### src/rtl/wb_irq_ctrl.sv
// Wishbone classic interrupt controller: latches, masks and prioritises up to
// NUM_IRQ level or rising-edge sources into a single registered CPU interrupt.
module wb_irq_ctrl #(
   parameter int NUM_IRQ = 8
) (
   input  logic               clk_i,
   input  logic               rst_n_i,
   input  logic               cyc_i,
   input  logic               stb_i,
   input  logic [2:0]         adr_i,
   input  logic               we_i,
   input  logic [3:0]         sel_i,
   input  logic [31:0]        dat_i,
   output logic [31:0]        dat_o,
   output logic               ack_o,
   input  logic [NUM_IRQ-1:0] irq_i,
   output logic               int_o
);

   // Internal state is kept 32 bits wide; bits at and above NUM_IRQ stay 0.
   localparam logic [31:0] VALID = 32'((64'h1 << NUM_IRQ) - 64'h1);

   logic [31:0] irq_ext;
   logic [31:0] irq_q;
   logic [31:0] edge_latch;
   logic [31:0] enable_q;
   logic [31:0] edge_q;
   logic [31:0] pending;
   logic [31:0] active;
   logic [31:0] rise;
   logic [31:0] byte_mask;
   logic [31:0] wbits;
   logic [31:0] w1c;
   logic [31:0] swset;
   logic [31:0] rd_data;
   logic [4:0]  id_idx;
   logic        req;
   logic        wr;

   assign irq_ext   = 32'(irq_i);
   assign req       = cyc_i & stb_i & ~ack_o;
   assign wr        = req & we_i;
   assign byte_mask = {{8{sel_i[3]}}, {8{sel_i[2]}}, {8{sel_i[1]}}, {8{sel_i[0]}}};
   assign wbits     = dat_i & byte_mask & VALID;
   assign w1c       = (wr && adr_i == 3'd0) ? wbits : 32'h0;
   assign swset     = (wr && adr_i == 3'd5) ? wbits : 32'h0;
   assign rise      = irq_ext & ~irq_q;

   // Level sources pass straight through; edge sources come from the latch.
   assign pending = (edge_q & edge_latch) | (~edge_q & irq_ext);
   assign active  = pending & enable_q;

   always_comb begin
      id_idx = 5'd0;
      for (int i = 31; i >= 0; i--) begin
         if (active[i]) begin
            id_idx = 5'(i);
         end
      end
   end

   always_comb begin
      rd_data = 32'h0;
      case (adr_i)
         3'd0:    rd_data = pending;
         3'd1:    rd_data = enable_q;
         3'd2:    rd_data = edge_q;
         3'd3:    rd_data = active;
         3'd4:    rd_data = {(|active), 26'h0, id_idx};
         default: rd_data = 32'h0;
      endcase
   end

   // The latch is masked by the current edge config so that a bit switched
   // from level to edge always starts out cleared; a rise beats a W1C.
   always_ff @(posedge clk_i or negedge rst_n_i) begin
      if (!rst_n_i) begin
         irq_q      <= 32'h0;
         edge_latch <= 32'h0;
         enable_q   <= 32'h0;
         edge_q     <= 32'h0;
         ack_o      <= 1'b0;
         dat_o      <= 32'h0;
         int_o      <= 1'b0;
      end else begin
         irq_q      <= irq_ext;
         edge_latch <= ((edge_latch & ~w1c) | rise | swset) & edge_q;
         if (wr && adr_i == 3'd1) begin
            enable_q <= (enable_q & ~(byte_mask & VALID)) | wbits;
         end
         if (wr && adr_i == 3'd2) begin
            edge_q <= (edge_q & ~(byte_mask & VALID)) | wbits;
         end
         ack_o <= req;
         if (req) begin
            dat_o <= rd_data;
         end
         int_o <= |active;
      end
   end

endmodule

### config.mk
export PLATFORM = sky130hd
export DESIGN_NAME = wb_irq_ctrl
export DESIGN_NICKNAME = d
export VERILOG_FILES = /design/src/rtl/wb_irq_ctrl.sv
export SDC_FILE = /design/constraint.sdc
export NUM_CORES = 1
export LEC_CHECK = 0
export ABC_AREA = 1
export BUFFER_PORTS_ARGS = -buffer_cell sky130_fd_sc_hd__buf_2
export CELL_PAD_IN_SITES_DETAIL_PLACEMENT = 2
export CELL_PAD_IN_SITES_GLOBAL_PLACEMENT = 2
export CORE_MARGIN = 5
export CORE_UTILIZATION = 29
export DETAILED_ROUTE_END_ITERATION = 7
export PLACE_DENSITY_LB_ADDON = 0.2
export SYNTH_ARGS = -nofsm -noshare
export SYNTH_HDL_FRONTEND = slang
export SYNTH_SLANG_ARGS = --single-unit
### constraint.sdc
create_clock -name clk_i -period 2.82 [get_ports clk_i]
set_clock_uncertainty 0.05 [all_clocks]
set_input_delay 0 -clock clk_i [delete_from_list [all_inputs] [get_ports clk_i]]
set_output_delay 0 -clock clk_i [all_outputs]
set_load 0.05 [all_outputs]
# Word level (Yosys, flattened, before mapping)
# Index checks and enable logic that the tools add are counted.
# W data, S select, Z words.
# word_totals
ff_bits,138
inputBits,52
output_inout_bits,34
word_cells,75
# classes
eq_ne,5
n_mux,35
bitwise_logic,22
reduce_logical,6
# ops
operator,count
$and A32 B32 Y32,6
$mux W5,32
$pmux W32 S5,1
$not A8 Y32,3
$or A32 B8 Y32,3
$or A32 B32 Y32,2
$and A32 B8 Y32,1
$and A8 B32 Y32,1
$not A32 Y32,1
$reduce_or A32 Y1,1
$mux W8,2
$and A8 B8 Y8,1
$eq A3 B2 Y1 const B,2
$eq A3 B3 Y1 const B,2
$logic_and A1 B1 Y1,4
$and A1 B1 Y1,3
$eq A3 B1 Y1 const B,1
$logic_not A3 Y1,1
$not A1 Y1,1

# Depth between registers and ports, before layout
# logic_depth
ltp_word,37
ltp_mapped,14
depth_no_buf,14

# Least setup slack after synthesis
# OpenSTA, ideal clock, no wires.
# synth_timing
kind,flip-flop to flip-flop
from,register ack_o
to,register (tool-made name)
setup_time_ns,0.121
t_arrival_ns,1.415
required_ns,2.649
setup_slack_ns,1.233
stages_incl_launch_ff,8
n_path_buf,1
synth_period_minus_slack_ns,1.587
cell_sequence,dfrtp_1 nor2_2 nand2_1 inv_2 nand4_2 buf_2 nand2_1 o21ai_1
# synth_rtl
item,line,text
start: declaration,15,"output logic ack_o,"
start signal: assignment,94,ack_o <= req;

# Worst setup path after layout
# layout_timing
from,register ack_o
to,register edge_latch[0]
# layout_between
elab_chain_len,10
word_cells_on_any_way,12
cone_classes,mux (2); bitwise (8); reduce/logical (2)
# layout_lines
item,line,text
$not A1 Y1 *,41,assign req = cyc_i & stb_i & ~ack_o;
$and A1 B1 Y1 *,41,
$and A1 B1 Y1 *,42,assign wr = req & we_i;
$logic_and A1 B1 Y1,45,assign w1c = (wr && adr_i == 3'd0) ? wbits : 32'h0;
$mux W8,45,
$not A8 Y32,87,edge_latch <= ((edge_latch & ~w1c) | rise | swset) & edge_q;
$and A32 B32 Y32,87,
$or A32 B32 Y32,87,
$or A32 B8 Y32 *,87,
$and A32 B32 Y32 *,87,
end signal: assignment,87,
end: declaration,25,logic [31:0] edge_latch;
# Every way passes the cells marked *; elsewhere a longest branch is shown, timed or not.
# A chain may end at the register's enable or synchronous reset.

==> results.md <==
- The run finished with clean final reports.
- Summed over all instances, the cell type with the most area after synthesis is sky130_fd_sc_hd__dfrtp_1.
- The power consumption is 0.001497 W.
- Setup repair after global routing left no endpoint under its margin.
- Detailed placement ended at an HPWL of 4.929 mm.
- In this run the horizontal extent of the chip is 100.9 µm.
- During I/O placement, the number of pins put on the boundary was 86.
- The number of flops mapped to enable cells by yosys is 0.
- The xor-xnor portion of the synthesized cell area is 0.
- The peak supply drop is 151.0 µV.
- The number of synthesized register bits is 43.
- The final-report setup violation count is 0.
- The CTS H-tree depth is 2.
- Of the post-synthesis cell area, the dominant cell type holds 0.4489.
- After floorplanning, the core was divided into 33 placement rows.
- The top flip-flop cell by instance count after synthesis is sky130_fd_sc_hd__dfrtp_1.
- Summed over all layers, the routed wires come to 6.671 mm.
- After synthesis, the most frequently instantiated cells are sky130_fd_sc_hd__nand2_1, sky130_fd_sc_hd__dfrtp_1, sky130_fd_sc_hd__inv_1.
- The share of synthesized area spent on multiplexers is 0.
- The endpoint identified for the worst register-to-register timing path is edge_latch[0]$_DFF_PN0_.
- Data arrives at the worst endpoint at 1870 ps.
- At the pin with the least slew margin, the transition time is 1010 ps.
- The critical-path cell with the highest stage delay is sky130_fd_sc_hd__dfrtp_1.
- The launch point of the worst path is ack_o$_DFF_PN0_.
- The number of iterations in the first detailed-routing pass is 3.
- Counting instances, the worst hold path has a depth of 4.
- In this run the critical register-to-register path is launched from ack_o$_DFF_PN0_.
- Of the total synthesized cell area, the portion taken by full adders, half adders and majority gates is 0.
- Of the available clock period, the critical path in the final layout requires 0.6168.
- The congestion estimate from routability-driven global placement came to 0.8285.
- The global-route usage over all layers is 0.1426.
- The register-to-register setup slack is 1080 ps.
- The maximum buffer depth of the clock tree is 2.
- Averaged over all synthesized cells, the footprint is 7.964 µm².
- At the end of the flow the core is filled with cells to 0.3498.
- For this run, the top clock speed supported by timing is 575.0 MHz.
- The remaining number of nets flagged by the antenna check after routing is 0.
- Entering global routing, the biggest net connects 44 pins.
- Of the cells placed in the final design, the portion with a size suffix greater than 1 is 0.2000.
- CTS placed an instance of sky130_fd_sc_hd__clkbuf_8 at the clock tree root.
- STA classifies the critical path endpoint as a flop.
- Counting flops with an async set or reset pin after synthesis yields a share of 1.000.
- The wire length per cell after detailed routing is 14.50 µm.
- The post-layout instance count excluding filler cells is 460.
- The overflow left after global routing is 0.
- At the later pin of the worst-skew pair, clock insertion delay measures 290 ps.
- The launching element type of the critical path is a flop.
- The count of hold-fix buffers inserted at cts is 17.
- The detailed router finished its first iteration with 28 violations.
- Among all cell types in the netlist, the one instantiated most often is sky130_fd_sc_hd__nand2_1.
- The total negative slack is 0 ps.
- The number of antenna violations at the first check in global routing is 0.
- The sequential share of the synthesized area is 0.4489.
- The worst-case reg-to-reg path depth is 7.
- The critical path goes through nor2_2 -> buf_4 -> nand2_1 -> inv_2 -> nand2_1 -> o21ai_1 -> a31oi_1.
- The headroom to the max-slew limit is 0.3263.
- The fraction of the mapped netlist area in simple logic gates is 0.2500.
- Relative to the synthesized area, the layout overhead comes to 18.68%.
- The worst hold path belongs to the class in2reg.
- The overall via count from detail_route is 2080.
- The dominant combinational cell family by area after synthesis is simple AND/OR/NAND/NOR gates.
- The post-synthesis cell count is 301.
- The cell with the most instances on the worst path is sky130_fd_sc_hd__nand2_1.
- Including well taps, the total number of placed cells is 436.
- For this run, design rule violations remaining after detail routing come to 0.
- The total area inside the core boundary comes to 0.008134 mm².
- The compound-gate portion of the synthesized area is 0.1477.
- The area enclosed by the die boundary is 0.01018 mm².
- In the final design database the tool counted 407 nets.
- The initial utilization of the core area, before any placement, comes to 0.2947.
- The sink count of the clock tree is 43.
- The post-layout minimum cycle time is 1739 ps.
- The number of setup buffers added after CTS is 0.
- TritonCTS built the clock tree.
- The highest cell delay on the worst timing path is 390 ps.
- Buffers placed on the I/O ports in this run total 35.
- After clock tree synthesis, the clock-pin slew on the worst setup and hold paths is 80 ps.
- Summing every instance area after synthesis gives 0.002397 mm².
- The post-cts gate resize count is 0.
- For this design the ratio of total power to cell area is 526.3 mW/mm².
- The number of diodes added for antenna fixing is 0.
- The y dimension of the die is 100.9 µm.
- The first global-routing pass estimated 11.19 mm of wire.
- The reported leakage power is 1.448 nW.
- The final-report hold violation count was 0.
- The number of different library cells in the post-synthesis netlist is 31.
- Across the run, the number of max-cap violations was 0.
- The worst setup path is of the reg2reg kind.
- The number of global-route vias before repair is 2236.
- The count of warnings emitted by yosys is 0.
- After detailed routing, the number of vias per cell comes to 4.522.
- The maximum fanout along the worst path is 12.
- After synthesis, the cell types taking the most area are sky130_fd_sc_hd__dfrtp_1, sky130_fd_sc_hd__nand2_1, sky130_fd_sc_hd__buf_4.
- The number of clock buffers added by TritonCTS is 5.
- At the worst endpoint, the required time is 2950 ps.
- The number of max-slew violations in the final report is 0.
- The capturing instance or port of the critical path is edge_latch[0]$_DFF_PN0_.
==> kinds of logic (layout without fill, tap and decap cells) <==
group           after synthesis  after routing
buf+inv                      69            101
flops                        43             43
compound gates               58             58
other cells                   1             23
simple gates                130            130
==> final cells by class <==
class	count	area, µm²
repair buffers	54	360.3
well taps	105	131.4
multi-input cells	211	1040
inverters	40	150.1
fillers	989	5289
flip-flops and latches	43	1076
clock inverters	1	5.005
clock buffers	6	82.58
==> power by group <==
part | total (W) | internal (W) | leakage (nW) | switching (W)
Clock | 0.000401 | 0.000192 | 0.0470 | 0.000209
Sequential | 0.000704 | 0.000673 | 0.567 | 0.0000319
Combinational | 0.000392 | 0.000102 | 0.834 | 0.000290
Total | 0.00150 | 0.000967 | 1.45 | 0.000531
==> critical path: cells and delay by family, from the launching register on <==
kind            cells  cell delay (ps)
simple gates        3              540
flops               1              390
buf+inv             2              300
compound gates      2              350
==> through the flow <==
stage,hold WS [ps],cell area [µm²],setup WS (ps)
floorplan,-345.6,2480,1233
global placement,72.89,2587,1101
detailed placement,75.81,2587,1017
CTS,81.58,2845,1005
global route,103.4,2845,878.0
finish,81.82,2845,1081
==> metal layers <==
layer | share of wire | GRT usage | vias up
met5 | 0 | 0 | -
met4 | 0.013 | 0.05010 | 0
met3 | 0.045 | 0.02561 | 5
met2 | 0.47 | 0.2344 | 44
met1 | 0.48 | 0.1880 | 998
li1 | - | - | 1033
==> cell usage in the layout (no fill, tap or decap), types with 2 or more instances in the layout <==
cell type,count
sky130_fd_sc_hd__clkbuf_8,6
sky130_fd_sc_hd__nand2_1,91
sky130_fd_sc_hd__or2_2,2
sky130_fd_sc_hd__buf_2,35
sky130_fd_sc_hd__o22ai_1,2
sky130_fd_sc_hd__nand3_2,2
sky130_fd_sc_hd__o21ai_2,8
sky130_fd_sc_hd__clkinv_1,2
sky130_fd_sc_hd__nand3_1,17
sky130_fd_sc_hd__nand2_2,2
sky130_fd_sc_hd__a31oi_1,9
sky130_fd_sc_hd__o21ai_1,26
sky130_fd_sc_hd__o21ai_0,2
sky130_fd_sc_hd__inv_2,6
sky130_fd_sc_hd__buf_4,2
sky130_fd_sc_hd__dlygate4sd3_1,17
sky130_fd_sc_hd__o221ai_1,4
sky130_fd_sc_hd__nor2_2,2
sky130_fd_sc_hd__nor2_4,2
sky130_fd_sc_hd__nor2_1,7
sky130_fd_sc_hd__dfrtp_1,43
sky130_fd_sc_hd__inv_1,32
sky130_fd_sc_hd__conb_1,23
sky130_fd_sc_hd__a21oi_1,5
==> worst min-delay path by stage <==
stage | from | to
3_3_place_gp | irq_i[6] | irq_q[6]$_DFF_PN0_
2_1_floorplan | rst_n_i | async pin
4_1_cts | stb_i | ack_o$_DFF_PN0_
5_1_grt | stb_i | ack_o$_DFF_PN0_
6_report | stb_i | ack_o$_DFF_PN0_
3_5_place_dp | irq_i[6] | irq_q[6]$_DFF_PN0_
Power figures use the tool's default switching activity.
